## config.mk

```make
export PLATFORM = sky130hd
export DESIGN_NAME = gcd_stein
export DESIGN_NICKNAME = d
export VERILOG_FILES = /design/src/rtl/gcd_stein.sv
export SDC_FILE = /design/constraint.sdc
export NUM_CORES = 1
export LEC_CHECK = 0
export ABC_AREA = 1
export BUFFER_PORTS_ARGS = -buffer_cell sky130_fd_sc_hd__buf_2
export CAP_MARGIN = 30
export CORE_MARGIN = 2
export CORE_UTILIZATION = 54
export CTS_BUF_LIST = sky130_fd_sc_hd__clkbuf_16
export DETAILED_ROUTE_END_ITERATION = 12
export PLACE_DENSITY = 0.77
export SLEW_MARGIN = 25
export SYNTH_ARGS = -nofsm -noshare
export SYNTH_HDL_FRONTEND = slang
export SYNTH_SLANG_ARGS = --single-unit
```

## constraint.sdc

```tcl
create_clock -name clk -period 1.95 [get_ports clk]
set_input_delay 0.2925 -clock clk [delete_from_list [all_inputs] [get_ports clk]]
set_output_delay 0.2925 -clock clk [all_outputs]
set_load 0.01 [all_outputs]
```

## src/rtl/gcd_stein.sv

```systemverilog
// gcd_stein: Stein binary GCD with START/DONE handshake; GCD_CYCLE_COUNT_EN adds a CYCLES latency port.
module gcd_stein #(
  parameter int WIDTH = 8
) (
  input  logic             clk,
  input  logic             rst_n,
  input  logic             start,
  input  logic [WIDTH-1:0] a,
  input  logic [WIDTH-1:0] b,
  output logic [WIDTH-1:0] y,
  output logic             done,
  output logic             error,
  output logic             busy
`ifdef GCD_CYCLE_COUNT_EN
  ,
  output logic [7:0]       cycles
`endif
);
  localparam int KW = $clog2(WIDTH + 1);
  typedef enum logic [1:0] {IDLE, CHECK, REDUCE} state_t;
  state_t state, state_d;
  logic [WIDTH-1:0] a_q, b_q, a_d, b_d, y_d;
  logic [KW-1:0] k_q, k_d;
  logic err_d, done_d;
  assign busy = state != IDLE;
  always_comb begin
    state_d = state;
    a_d = a_q;
    b_d = b_q;
    k_d = k_q;
    y_d = y;
    err_d = error;
    done_d = 1'b0;
    case (state)
      IDLE: if (start) begin
        a_d = a;
        b_d = b;
        k_d = '0;
        state_d = CHECK;
      end
      // With at least one operand zero, a|b is the surviving operand (or 0).
      CHECK: if (a_q == '0 || b_q == '0) begin
        y_d = a_q | b_q;
        err_d = (a_q | b_q) == '0;
        done_d = 1'b1;
        state_d = IDLE;
      end else state_d = REDUCE;
      REDUCE: if (a_q == b_q) begin
        y_d = a_q << k_q;
        err_d = 1'b0;
        done_d = 1'b1;
        state_d = IDLE;
      end else if (!a_q[0] && !b_q[0]) begin
        a_d = a_q >> 1;
        b_d = b_q >> 1;
        k_d = k_q + 1'b1;
      end else if (!a_q[0]) a_d = a_q >> 1;
      else if (!b_q[0]) b_d = b_q >> 1;
      else if (a_q > b_q) a_d = (a_q - b_q) >> 1;
      else b_d = (b_q - a_q) >> 1;
      default: state_d = IDLE;
    endcase
  end
  always_ff @(posedge clk or negedge rst_n)
    if (!rst_n) begin
      state <= IDLE;
      a_q <= '0;
      b_q <= '0;
      k_q <= '0;
      y <= '0;
      error <= 1'b0;
      done <= 1'b0;
    end else begin
      state <= state_d;
      a_q <= a_d;
      b_q <= b_d;
      k_q <= k_d;
      y <= y_d;
      error <= err_d;
      done <= done_d;
    end
`ifdef GCD_CYCLE_COUNT_EN
  logic [7:0] cnt;
  always_ff @(posedge clk or negedge rst_n)
    if (!rst_n) begin
      cnt <= '0;
      cycles <= '0;
    end else begin
      if (state == IDLE && start) cnt <= '0;
      else if (busy && cnt != 8'hff) cnt <= cnt + 8'd1;
      if (done_d) cycles <= cnt == 8'hff ? 8'hff : cnt + 8'd1;
    end
`endif
endmodule

```

==> results summary, run 1 <==
The run finished, with violations left. The checks that failed: setup timing. The count of buffers inserted at the top-level ports came out at 29. The finished layout cell area came out at 3953 um2.

The number of antenna violations at the first check in global routing came to 0. The first global-routing pass estimated 14,770 um of wire. The clock transition at the registers of the reported paths came out at 50 ps. The post-synthesis mux area share came out at 0. The net count after synthesis came out at 474. Of the post-synthesis cell area, the dominant cell type holds 0.2736.

The core outline area came out at 5172 um2. The worst endpoint required time is 2160 ps. The total track usage came out at 0.3114. The least setup slack across all paths after layout came out at -168.6 ps. The largest net degree at the start of global routing came out at 33. The setup slack of the worst register-to-register path came out at -170 ps. Detailed placement ended at an HPWL of roughly 6600 um.

The placer's final routability congestion estimate is 0.9981. Ranked by total cell area, the synthesized netlist is headed by sky130_fd_sc_hd__dfrtp_1, sky130_fd_sc_hd__nand2_1, sky130_fd_sc_hd__ha_1. Setup violations remaining at the end of the flow were counted as 10. The tree is rooted in a sky130_fd_sc_hd__clkbuf_16. The floorplan step set the die height to 77.62 um. The clock latency at the later pin of the worst-skew pair came out at 280 ps. The synthesis-to-finish area growth came out at 35.06%. The flip-flop and latch count after synthesis came out at 32.

The area of the die is between 6000 and 7000 um2. The post-synthesis cell count came out at 425. Once detail routing completed, the nets flagged for antenna violations numbered 0. Row generation in the floorplan step produced 26 rows. Setup repair after global routing could not meet its margin everywhere.

The TritonCTS clock tree is done. The number of global-route vias before repair is 3,214. The slowest stage of the critical path belongs to the cell sky130_fd_sc_hd__dfrtp_2.

The maximum buffer depth of the clock tree came out at 2. The biggest cell delay along the critical path is 440 ps. The wire length per cell came out at about 17 um. The initial utilization of the core area, before any placement, comes to 0.5658.

The xor and xnor area share after synthesis came out at 0.02394. The final-report hold violation count came to 0. The residual DRC count came out at 0. The H-tree generated during clock tree synthesis spans 2 levels. The maximum net fanout on the critical path came out at 4.

Based on the critical path, the design can be clocked at up to 472.0 MHz. The total number of vias came out at 3,348. Using the TritonRoute via totals, the vias-per-cell ratio works out to 5.802.

In the layout the commonest cells are sky130_fd_sc_hd__nand2_1, sky130_fd_sc_hd__buf_4, sky130_fd_sc_hd__inv_1. By instance count, the cell type seen most on the critical path is sky130_fd_sc_hd__nand2_1. The average instance in the mapped netlist occupies 6.886 um2. Of the synthesized area, sequential elements account for 0.2736. Of the total synthesized cell area, the portion taken by AND, OR, NAND and NOR gates is 0.3369.

The largest clock skew in the final design is approximately 6.2 ps. The worst hold slack after final layout is 86.17 ps. For this run, the number of Yosys warnings is 0. The endpoint type of the worst setup path is a register. The routed wire length on met2 is ~4700 um. The highest layer touched by signal routing is met4. The detailed router put a total of 3617 um of wire on met1. The minimum clock period came out at 2119 ps. The critical path goes through ha_4 > fa_2 > inv_2 > nand2_2 > nand2_2 > buf_4 > nand3_2 > nand3_1 > nand2_1 > nor2_1 > nand2_1 > nand2_1 > nand3_2 > nand2_1. The main combinational cell family by area after synthesis is simple AND/OR/NAND/NOR gates. The synthesized design spends more area on one cell type than any other, namely sky130_fd_sc_hd__dfrtp_1. The share of the core filled with cells in the final layout is 0.7642. For this run, the detailed router's first-pass iteration total came to 5. The data arrival time of the critical path is 2330 ps.

The horizontal extent of the die came out at 77.62 um. By startpoint and endpoint, the worst setup path is classified as reg -> reg. The worst pin sits at a relative slew slack of 0.4819. The launch point of the critical path is b_q[0].

The endpoint identified for the worst register-to-register timing path is a_q[5]. The most common library cell in the layout ignoring fill and taps is sky130_fd_sc_hd__nand2_1. Summed over all layers, the routed wires come to 9619 um. Global routing finished with a remaining overflow of 0. The post-place setup slack came out at -92.42 ps. 0 antenna diodes ended up in the layout. The detailed router finished its first iteration with 354 violations. The max-capacitance violation count came out at 0. In this run the critical register-to-register path is launched from b_q[0]. The worst hold path class is in -> async.

The met3 wirelength from detailed routing came out at 784 um. The slew at the pin closest to its max-slew limit is 777.2 ps. The cell area after placement came out at roughly 3500 um2. After synthesis the cells add up to 2927 um2. The number of nets in the layout came out at 555.

The I/O pin total is 30. The final count of pins violating max slew is 0. The complex-gate fraction of the synthesized area was 0.1479.

The number of cells on the worst reg-to-reg path came out at 14. The adder and majority gate portion of the synthesized area is 0.1334. The number of buffers created by CTS is 5.

The clock net in this run drives a total of 32 sinks. The post-route clock period utilization is 1.086. The type of origin of the critical path is a register. The number of fill cells in the layout is ~360. The count of cell types in the netlist is 40.

The share of layout cells above drive strength 1 came out at 0.3235.
## synth_stat cells (all sizes together)
library cell  number
nand2            129
inv               48
nor2              42
dfrtp             32
nand3             32
a21oi             31
o21ai             31
ha                28
buf                7
xor2               6
clkbuf             5
o22ai              5
nand4              4
nor4               4
a21boi             2
fa                 2
nand3b             2
o211ai             2
o221ai             2
o31ai              2
or2                2
xnor2              2
a31oi              1
and2               1
nor3               1
o21a               1
o21bai             1
## metrics by stage
stage          setup TNS [ps]  cells
3_3_place_gp           -165.7    562
6_report               -879.5    577
5_1_grt                 -2313    577
2_1_floorplan          -12.04    425
3_5_place_dp            -1221    562
4_1_cts                     0    573
## cell families (layout without fill, tap and decap cells)
| family | count (synthesis) | in the layout |
|---|---|---|
| buf+inv | 60 | 141 |
| fa+ha+maj | 30 | 30 |
| flops | 32 | 32 |
| compound gates | 78 | 78 |
| xor+xnor | 8 | 8 |
| simple gates | 217 | 218 |
## routing by layer
layer  track usage  vias to the layer above
li1              -                     1554
met5             0                        -
met1        0.3587                     1542
met2        0.5474                      185
met4        0.1554                        0
met3       0.05930                       67
## cell type report
cell class | count | area (um2) | area share
flip-flops and latches | 32 | 803.3 | 0.2032
clock inverters | 3 | 42.54 | 0.01076
clock buffers | 5 | 125.1 | 0.03166
repair buffers | 85 | 569.3 | 0.1440
well taps | 70 | 87.58 | 0.02216
inverters | 48 | 182.7 | 0.04622
multi-input cells | 334 | 2142 | 0.5419
## worst max-delay path: cells and delay by family, from the launching register on
| family | cells | cell delay [ps] |
|---|---|---|
| buffers and inverters | 2 | 180 |
| adder cells (fa/ha/maj) | 2 | 530 |
| flip-flops | 1 | 440 |
| AND/OR/NAND/NOR | 10 | 890 |
## state kept, by name (all words and copies together) (netlist names)
register and cells:
state 2, error 1, y 8, done 1, a_q 8, k_q 4
b_q 8
## worst max path at each step
stage,end,slack [ps],depth (start not counted)
after floorplan,b_q[4],-6,15
after global placement,b_q[5],-50,12
after detailed placement,a_q[4],-90,13
after CTS,b_q[5],0.8,13
after global routing,a_q[6],-340,14
final,a_q[5],-170,14
## what timing repair did
action	4_1_cts	5_1_grt
cloned	1	0
hold buffers	0	0
resized for setup	24	42
setup endpoints to repair	18	31
buffers inserted	2	4
pin swaps	12	17
Power of run 1 is not shown: default switching activity piles up to over one toggle a cycle in this logic, so the estimate is an artifact.
==> run 2: changes to the inputs <==
- SETUP_SLACK_MARGIN: unset -> 0.2
==> run 2 against run 1 <==
The run still ends with setup timing left. Final cell count is 0.35% higher. Sequential cell count stayed put. Critical path depth stayed put. Clock skew is 0.75 ps higher. Critical endpoint unchanged. First-iteration DRC count is 28% lower. Design area is 2.8% higher. Highest routed layer unchanged. Core utilization is 2.2 points higher. Worst hold slack worse by 12 ps. Fmax is 4.7% higher. Largest cell class unchanged. Sequential share of layout area is 0.59 points lower.
==> results summary, run 2 (same netlist as run 1, synthesis figures left out) <==
The worst path in the final design needs a cycle of 2024 ps, including I/O delays and setup. The most common library cell in the layout ignoring fill and taps is sky130_fd_sc_hd__nand2_1. TritonCTS built the clock tree. Counting along the longest clock path gives a buffer depth of 2. In this run the critical register-to-register path is launched from a_q[0].

The number of buffers created by CTS came out at 5. The max-capacitance violation count is 0. The count of buffers added on input and output ports is 29. The number of placement rows came out at 26. The final global-route overflow total is 0. The number of antenna violations at the first check in global routing is 0.

The final-report hold violation count came out at 0. In the routed design, unresolved DRC markers number 0. The worst hold slack after final layout is 74.57 ps. From synthesis to final layout, the design area changed by 38.91%. The start-to-end type of the worst setup path is reg -> reg. The worst register-to-register path has a depth of 14. The final reports fail on setup timing. The core outline area is 5172 um2. At the pin with the least slew margin, the transition time is 749.1 ps. The clock transition at the registers of the reported paths came out at 60 ps. Clock latency on the worst-skew pair, taken at its later pin, is 290 ps. The largest registers in the layout are a_q (8), b_q (8), y (8).

The placer's final routability congestion estimate came out at approximately 1.0. In this run the critical register-to-register path is captured at a_q[5]. The biggest cell delay along the critical path came out at 410 ps. Across the routed clock network, the largest skew measured is 6.987 ps. The finished layout cell area is 4065 um2. The number of global-route vias before repair is 3,080. The I/O pin total came out at 30. The largest individual stage delay along the critical path comes from the cell sky130_fd_sc_hd__dfrtp_1. The total of hold buffers inserted after clock tree synthesis came out at 0.

The post-route clock period utilization came out at 1.038. The number of nets with antenna violations after detailed routing came out at 0. Measured against its own limit, the worst slew margin works out to 0.5006.

Summed over all layers, the routed wires come to 9454 um. The wire length per cell is 16.33 um. The cell sitting at the root of the clock tree is a sky130_fd_sc_hd__clkbuf_16. The critical path's most frequent cell is sky130_fd_sc_hd__nand2_2.

The vertical die dimension is 77.62 um. The maximum clock frequency is just under 500 MHz. The antenna diode instance count is 0.

The ratio of routed vias to standard cells came out at roughly 5.7. Of the cells placed in the final design, the portion with a size suffix greater than 1 is 0.3556. The data arrival time of the critical path is about 2300 ps. Walking the worst path, the cells encountered are inv_4 > ha_4 > fa_2 > inv_2 > nand2_2 > nand2_2 > nand3_2 > nand2_4 > nand2_4 > nor2_2 > nand2_1 > nand2_2 > nand3_4 > nand2_2.

The path class of the tightest hold or removal check is in -> async. The worst setup path is captured at a register. The total number of vias came out at between 3,000 and 4,000. The worst setup path is launched from a register. The pre-antenna-repair detailed-routing pass consisted of 7 iterations.

The final-report setup violation count came out at 14. The floorplan step defined a die boundary enclosing 6024 um2. Setup repair after global routing could not meet its margin everywhere. The setup slack of the worst register-to-register path is -70 ps. The final count of pins violating max slew is 0. The count of H-tree levels built during CTS is 2. The cell area after placement came out at approximately 3500 um2.

The sum of net half-perimeters after detailed placement came out at 6740 um. The global-route wire length before repair came out at between 10,000 and 15,000 um. At the worst endpoint, the required time is 2180 ps. The least setup slack across all paths after layout is -74.41 ps. The detailed router finished its first iteration with 254 violations. Entering global routing, the biggest net connects 33 pins.

The horizontal extent of the die is 77.62 um. The number of nets in the layout is 557. The effective utilization at floorplan came out at 0.5658. The number of sinks driven by the clock tree is 32.

In the global route stage, overall resource usage came out at 0.3017. Leaving out filler cells and counting taps, the final layout contains 579. Including well taps, the total number of placed cells is 559. The run finished, with violations left. The maximum net fanout on the critical path came out at 4.

The launch point of the critical path is a_q[0]. The destination of the critical timing path is a_q[5]. The share of the core filled with cells in the final layout came out at 0.7859. In the layout the commonest cells are sky130_fd_sc_hd__nand2_1, sky130_fd_sc_hd__buf_4, sky130_fd_sc_hd__inv_1.
[run 2: cell count changes in the layout (fill, tap and decap cells not counted), sizes merged]
cell | previous run | this run
buf | 85 | 87
[run 2: worst min-delay path by stage]
stage	end	slack (ps)	from
3_3_place_gp	state[1]	390	rst_n
6_report	state[0]	70	rst_n
4_1_cts	a_q[6]	100	rst_n
2_1_floorplan	a_q[0]	-3	rst_n
3_5_place_dp	state[1]	390	rst_n
5_1_grt	a_q[2]	130	rst_n
[run 2: routing by layer]
metal	part of all wire	wire length, um	up-vias	global-route usage
li1	-	-	1548	-
met1	0.38	3610	1513	0.3581
met2	0.50	4764	180	0.5388
met3	0.074	699	40	0.04651
met4	0.040	380	0	0.1250
met5	0	0	-	0
[run 2: area by class of cell]
type	instances	area [um2]
fill	379	1107
tap	70	87.58
clock buffer	5	125.1
multi-input combinational	334	2238
clock inverter	3	42.54
sequential	32	802.0
inverter	48	185.2
timing repair buffer	87	584.3
[run 2: critical path: cells and delay by family, from the launching register on]
family	cells	cell delay (ps)
AND/OR/NAND/NOR	10	890
adder cells (fa/ha/maj)	2	520
buffers and inverters	2	130
flip-flops	1	410
[run 2: through the flow]
stage,setup WS (ps),TNS [ps]
2_1_floorplan,-5.812,-11.62
6_report,-74.41,-506.3
3_3_place_gp,-43.87,-43.87
5_1_grt,-181.9,-2186
3_5_place_dp,-112.8,-469.5
4_1_cts,13.59,0
[run 2: timing repair]
| action | 4_1_cts | 5_1_grt |
|---|---|---|
| buffers inserted | 7 | 4 |
| gates cloned | 0 | 1 |
| pin swaps | 14 | 8 |
| setup endpoints to repair | 31 | 32 |
| resized for setup | 32 | 40 |
Power of run 2 is left out for the same reason.
